<file path="config.mk">
export PLATFORM = sky130hd
export DESIGN_NAME = mux_pkt_arbiter
export DESIGN_NICKNAME = d
export VERILOG_FILES = /design/src/rtl/mux_pkt_arbiter.sv
export SDC_FILE = /design/constraint.sdc
export NUM_CORES = 1
export LEC_CHECK = 0
export CORE_AREA = 5 5 42 44
export DETAILED_ROUTE_END_ITERATION = 10
export DIE_AREA = 0 0 47 49
export SETUP_SLACK_MARGIN = 0.05
export SYNTH_ARGS = -nofsm -noshare
export SYNTH_HDL_FRONTEND = slang
export SYNTH_SLANG_ARGS = --single-unit
</file>
<file path="constraint.sdc">
create_clock -name clk -period 1.11 [get_ports clk]
set_input_delay 0.111 -clock clk [delete_from_list [all_inputs] [get_ports clk]]
set_output_delay 0.111 -clock clk [all_outputs]
set_load 0.005 [all_outputs]
</file>
<file path="src/rtl/mux_pkt_arbiter.sv">
`default_nettype none
// ============================================================================
//  Module      : mux_pkt_arbiter
//  Description : Packet-aware round-robin arbiter for a 2:1 flit mux.
//                A port is granted on a head flit and keeps the grant until
//                its tail flit is accepted downstream, so packets from the
//                two ports never interleave.
//  Revision    : 1.0 - initial release
// ----------------------------------------------------------------------------
//  Ports
//    clk              in   rising-edge clock
//    rst_             in   asynchronous active-low reset
//    ivalid_0/1       in   per-port flit valid
//    itype_0/1        in   per-port flit type (NONE/HEAD/TAIL/DATA)
//    oready           in   downstream accepts the mux output this cycle
//    sel              out  mux select, one-hot in [1:0], upper bits zero
//    ack_0/1          out  per-port flit consumed this cycle
//    busy             out  a packet is in flight (locked state)
//    err              out  sticky protocol-error flag
// ----------------------------------------------------------------------------
//  Build option
//    ARB_TIMEOUT_EN   when defined, a lock with TIMEOUT consecutive cycles
//                     without an ack is forcibly released and err is set.
// ============================================================================
module mux_pkt_arbiter #(
    parameter int              PORTW   = 5,
    parameter int              TYPEW   = 2,
    parameter logic [TYPEW-1:0] T_NONE = 2'd0,
    parameter logic [TYPEW-1:0] T_HEAD = 2'd1,
    parameter logic [TYPEW-1:0] T_TAIL = 2'd2,
    parameter logic [TYPEW-1:0] T_DATA = 2'd3,
    parameter int              TIMEOUT = 16
) (
    input  logic             clk,
    input  logic             rst_,
    input  logic             ivalid_0,
    input  logic [TYPEW-1:0] itype_0,
    input  logic             ivalid_1,
    input  logic [TYPEW-1:0] itype_1,
    input  logic             oready,
    output logic [PORTW-1:0] sel,
    output logic             ack_0,
    output logic             ack_1,
    output logic             busy,
    output logic             err
);

    typedef enum logic [1:0] {
        S_IDLE  = 2'd0,
        S_LOCK0 = 2'd1,
        S_LOCK1 = 2'd2
    } state_t;

    state_t state_q, state_d;
    logic   rr_ptr_q, rr_ptr_d;     // 0: port 0 wins a tie, 1: port 1 wins
    logic   err_q, err_d;

    logic   w_req_0, w_req_1;
    logic   w_gnt_0, w_gnt_1;
    logic   w_ack_0, w_ack_1;
    logic   w_stray_0, w_stray_1;

`ifdef ARB_TIMEOUT_EN
    localparam int CNTW = $clog2(TIMEOUT + 1);
    logic [CNTW-1:0] cnt_q, cnt_d;
`endif

    assign w_req_0 = ivalid_0 && (itype_0 == T_HEAD);
    assign w_req_1 = ivalid_1 && (itype_1 == T_HEAD);

    // Body or tail flits arriving while no packet is open are orphans.
    assign w_stray_0 = ivalid_0 && ((itype_0 == T_DATA) || (itype_0 == T_TAIL));
    assign w_stray_1 = ivalid_1 && ((itype_1 == T_DATA) || (itype_1 == T_TAIL));

    always_comb begin
        state_d  = state_q;
        rr_ptr_d = rr_ptr_q;
        err_d    = err_q;
        w_gnt_0  = 1'b0;
        w_gnt_1  = 1'b0;
        w_ack_0  = 1'b0;
        w_ack_1  = 1'b0;
`ifdef ARB_TIMEOUT_EN
        cnt_d    = cnt_q;
`endif

        case (state_q)
            S_IDLE: begin
                // Mealy grant: a head is steered through the mux in the
                // same cycle it arrives.
                w_gnt_0 = w_req_0 && (!w_req_1 || !rr_ptr_q);
                w_gnt_1 = w_req_1 && (!w_req_0 ||  rr_ptr_q);
                w_ack_0 = w_gnt_0 && ivalid_0 && oready;
                w_ack_1 = w_gnt_1 && ivalid_1 && oready;
                // The lock only starts once the head is actually accepted;
                // a stalled head keeps the grant because rr_ptr is untouched.
                if (w_ack_0) begin
                    state_d  = S_LOCK0;
                    rr_ptr_d = 1'b1;
                end else if (w_ack_1) begin
                    state_d  = S_LOCK1;
                    rr_ptr_d = 1'b0;
                end
                if (w_stray_0 || w_stray_1) begin
                    err_d = 1'b1;
                end
            end
            S_LOCK0: begin
                w_gnt_0 = 1'b1;
                w_ack_0 = ivalid_0 && oready;
                if (w_ack_0 && (itype_0 == T_TAIL)) begin
                    state_d = S_IDLE;
                end
                if (ivalid_0 && ((itype_0 == T_HEAD) || (itype_0 == T_NONE))) begin
                    err_d = 1'b1;
                end
            end
            S_LOCK1: begin
                w_gnt_1 = 1'b1;
                w_ack_1 = ivalid_1 && oready;
                if (w_ack_1 && (itype_1 == T_TAIL)) begin
                    state_d = S_IDLE;
                end
                if (ivalid_1 && ((itype_1 == T_HEAD) || (itype_1 == T_NONE))) begin
                    err_d = 1'b1;
                end
            end
            default: begin
                state_d = S_IDLE;
            end
        endcase

`ifdef ARB_TIMEOUT_EN
        // Watchdog on a stuck lock: counts consecutive ack-less cycles.
        if ((state_q == S_IDLE) || w_ack_0 || w_ack_1) begin
            cnt_d = '0;
        end else if (cnt_q == CNTW'(TIMEOUT - 1)) begin
            state_d = S_IDLE;
            err_d   = 1'b1;
            cnt_d   = '0;
        end else begin
            cnt_d = cnt_q + CNTW'(1);
        end
`endif
    end

    always_ff @(posedge clk or negedge rst_) begin
        if (!rst_) begin
            state_q  <= S_IDLE;
            rr_ptr_q <= 1'b0;
            err_q    <= 1'b0;
        end else begin
            state_q  <= state_d;
            rr_ptr_q <= rr_ptr_d;
            err_q    <= err_d;
        end
    end

`ifdef ARB_TIMEOUT_EN
    always_ff @(posedge clk or negedge rst_) begin
        if (!rst_) begin
            cnt_q <= '0;
        end else begin
            cnt_q <= cnt_d;
        end
    end
`endif

    assign sel   = {{(PORTW-2){1'b0}}, w_gnt_1, w_gnt_0};
    assign ack_0 = w_ack_0;
    assign ack_1 = w_ack_1;
    assign busy  = (state_q != S_IDLE);
    assign err   = err_q;

endmodule
`default_nettype wire

</file>
### Yosys cells after proc, flatten, opt, wreduce, memory -nomap -nowiden

Cells that the tools add are included.

* register bits after elaboration: 4
* input bits: 9
* output and inout bits: 9
* logic and storage cells: 67

* eq/ne operators: 14
* muxes and demuxes: 15
* reductions and logical operators: 35

Operators with widths (number)
* logical AND 1 bit: 16
* equality test 2 bit (second input constant): 5
* inequality test 2 bit (second input constant): 5
* two-way mux 2 bit: 4
* case mux 1 bit (2 select lines): 4
* logical OR 1 bit: 7
* equality test 2 x 1 -> 1 bit (second input constant): 3
* zero test 2 bit: 3
* case mux 2 bit (3 select lines): 1
* two-way mux 1 bit: 5
* AND reduction 4 bit: 1
* nonzero test 2 bit: 2
* zero test 1 bit: 3
* inequality test 3 bit (second input constant): 1
* case mux 1 bit (3 select lines): 1
* AND reduction 3 bit: 1
* nonzero test 3 bit: 1
* AND reduction 2 bit: 1

### Logic depth before layout (Yosys ltp)

* depth in word-level cells: 10
* depth in mapped cells: 4
* depth with buffers taken out: 3

### Least setup slack after synthesis

OpenSTA, ideal clock, no wires.

* path type: register -> register
* start point: reg state_q[0]
* end point: reg rr_ptr_q
* library setup time: 0.125 ns
* arrival time: 1.029 ns
* data required time: 0.985 ns
* setup slack: -0.044 ns
* stages on the path, launching flop included: 5
* buffers on the path: 1
* period minus slack after synthesis: 1.154 ns
* path through: dfrtp_1 buf_6 or3b_4 o21ai_1 o21ai_1

* word-level cells in the longest chain between the ends: 2

Ends and longest elaborated chain
* start: declaration: RTL line 54 `state_t state_q, state_d;`
* start signal: assignment: RTL line 153 `state_q <= state_d;`
* zero test 2 bit: RTL line 87 `case (state_q)`
* AND reduction 2 bit (no line)
* end signal: assignment: RTL line 154 `rr_ptr_q <= rr_ptr_d;`
* end: declaration: RTL line 55 `logic rr_ptr_q, rr_ptr_d;`

No other way between the ends.
A chain may end at the register's enable or synchronous reset.

### Worst setup path in the final report

* start point: reg rr_ptr_q
* end point: out ack_1

* word-level cells in the longest chain between the ends: 5

Ends and longest elaborated chain
* logical OR 1 bit: RTL line 92 `w_gnt_1 = w_req_1 && (!w_req_0 || rr_ptr_q);`
* logical AND 1 bit: RTL line 92
* logical AND 1 bit (2 in series): RTL line 94 `w_ack_1 = w_gnt_1 && ivalid_1 && oready;`
* case mux 1 bit (2 select lines): RTL line 87
* end: declaration: RTL line 43 `output logic ack_1,`

No other way between the ends.

==> impl_metrics.ini <==
[status]
status = finished, violations left
failed_checks = setup timing

[sta]
post-route-period-util_pct = 125
max_freq_ghz = 0.718
setup_viol = 8
worst_slack_ps = -283
rsz0062_at_grt = true
drv_slew = 0
final_hold_viol_count = 0
fin_crit_ps = 1390
fin_skew_ps = 0.803
setup-tns-final_ps = -1750

[route]
wirelength_um = 1300
drt-initial-drc-count = 6
drc = 0
ant_nets = 0
viasPerCell = 4.66
via_count = 475
wl_per_cell_um = 12.7
dr.pass1.iters = 3

[floorplan]
ios = 18
die_h_um = 49
initial_core_util_pct = 25.7
die_w_um = 47
coreArea_mm2 = 0.00140
die_area_mm2 = 0.00230
row_count = 14

[setup_path]
crit_type = reg -> out
start_kind = flop
path_max_fanout = 3
end_kind = output port
r2r_cells = 6
reg2reg_to = state_q[1]
rrSetupSlack_ps = -280
critPathRequiredTime_ps = 1000
r2r_start = rr_ptr_q
crit_arrival_ps = 1280

[logic_synthesis]
ys_warn_count = 0
synth_cells = 44
yosysUniqueCellTypes = 24
synth_area_per_cell_um2 = 8.19
synth-seq-area-share_pct = 27.8
synth-seq-cells = 4
synth_area_um2 = 360

[grt]
grt_pass1_vias = 517
met3_usage_pct = 3.32
antenna_found_initial = 0
grt_util_all_layers_pct = 14.1
grt_pass1_wl_um = 2330
grt_max_degree = 8
busiest_layer = met2
met1_usage_pct = 16.3
grt.overflow.total = 0
use_met2_pct = 22.6

[pwr]
power_density_mw_per_mm2 = 1050
vdd_drop_max_mv = 0.643
leakagePower_uw = 0.000377

[clocking]
clock_sinks = 4
cts_tree = built
cts.htree.levels = 1
cts-root-buf = clkbuf_4
clock_latency_ps = 230
ctsHoldBuffers = 0
path_clk_slew_ps = 40
cts.path.max_buffers = 2
numCtsBuffers = 3

[run]
max_cap_viol_count = 0

[worst_hold_path]
hp-class = in -> async

[placement]
place.gp.congestion = 0.770
dp_hpwl_um = 902
io_buffer_count = 14
place_inst = 85

[layout]
area_growth_pct = 115
n_antenna_cell = 0
final_cells = 102
nets = 97
final_layout_size_suffix_gt1_share_pct = 55.8
-- routing by layer --
layer	vias to the layer above	part of all wire, %
met3	0	5.6
met5	-	0
li1	242	-
met4	0	0
met1	224	39
met2	9	55
-- cells in the mapped netlist, drive strengths merged --
cell type,n,share of area [%]
nor2,2,2.1
buf,7,16
inv,3,3.1
a31oi,3,5.2
nor3,2,2.8
a221o,1,2.8
o311a,1,2.8
dfrtp,4,28
conb,1,1.0
a41o,1,2.8
a21oi,3,4.2
nand4,1,1.7
or2,1,1.7
or3b,1,3.1
nor2b,2,3.5
o21ai,4,5.6
nand3b,1,2.1
nand4b,1,2.4
o31ai,1,2.1
nand2,2,2.1
a41oi,1,2.4
nand4bb,1,3.1
-- sequential cells by signal (all words and copies together) (netlist names) --
name      count
rr_ptr_q      1
err           1
state_q       2
-- final cells by class --
cell class / instances / area (um2)
clock buffers: 3 / 22.5
fillers: 127 / 627
inverters: 3 / 11.3
multi-input cells: 32 / 246
flip-flops and latches: 4 / 103
well taps: 16 / 20.0
repair buffers: 44 / 372
-- cells in the final DEF, fill, tap and decap left out, drive strengths merged, types with 2 or more instances in the layout --
cell type	netlist	routed
nor3	2	2
dfrtp	4	4
clkbuf	0	3
a21oi	3	3
buf	7	35
o21ai	4	4
inv	3	3
a31oi	3	3
nand2	2	2
nor2b	2	2
conb	1	3
clkdlybuf4s50	0	2
dlygate4sd2	0	7
nor2	2	2
-- power breakdown --
group          leakage [uW]  internal, uW  switching, uW
registers         0.0000444           179           28.8
logic              0.000318           273            160
clock network     0.0000138           121           54.4
total              0.000377           573            244
-- worst max path at each step --
stage	from	endpoint	slack [ps]	cells after the start
3_5_place_dp	itype_0[0]	ack_0	-580	5
4_1_cts	rr_ptr_q	ack_1	-300	5
6_report	rr_ptr_q	ack_1	-280	5
3_3_place_gp	itype_0[1]	ack_1	-560	5
2_1_floorplan	state_q[0]	rr_ptr_q	-40	4
5_1_grt	rr_ptr_q	ack_1	-380	5
-- cells by family after synthesis --
group,share of synthesized area (%)
DFF,27.8
buffers and inverters,18.7
and+or+nand+nor,24.7
other,1.04
AOI/OAI and AO/OA,27.8
-- timing repair --
action | in CTS | in global routing
endpoints found under the setup margin | 10 | 9
pin swaps | 13 | 5
buffers inserted | 11 | 3
resized for setup | 46 | 3
-- worst max-delay path: stages (launching register included) --
cell       delay [ps]
dfrtp_1           390
nand4bb_4         230
buf_6             140
a31oi_1           110
nor3_1             60
buf_2             120
-- stage by stage --
stage                     utilization [%]  setup slack [ps]  cell area [um2]  power, uW  hold slack [ps]
after floorplan                         -             -42.5              384        379             -185
after global placement               43.4              -562              608        502              321
after detailed placement             43.4              -581              608        506              324
after CTS                            52.8              -297              739        800             71.2
after global routing                 55.3              -384              774        891             81.7
final                                55.3              -283              774        816             78.3
No activity file was read; power rests on OpenSTA's default activity.
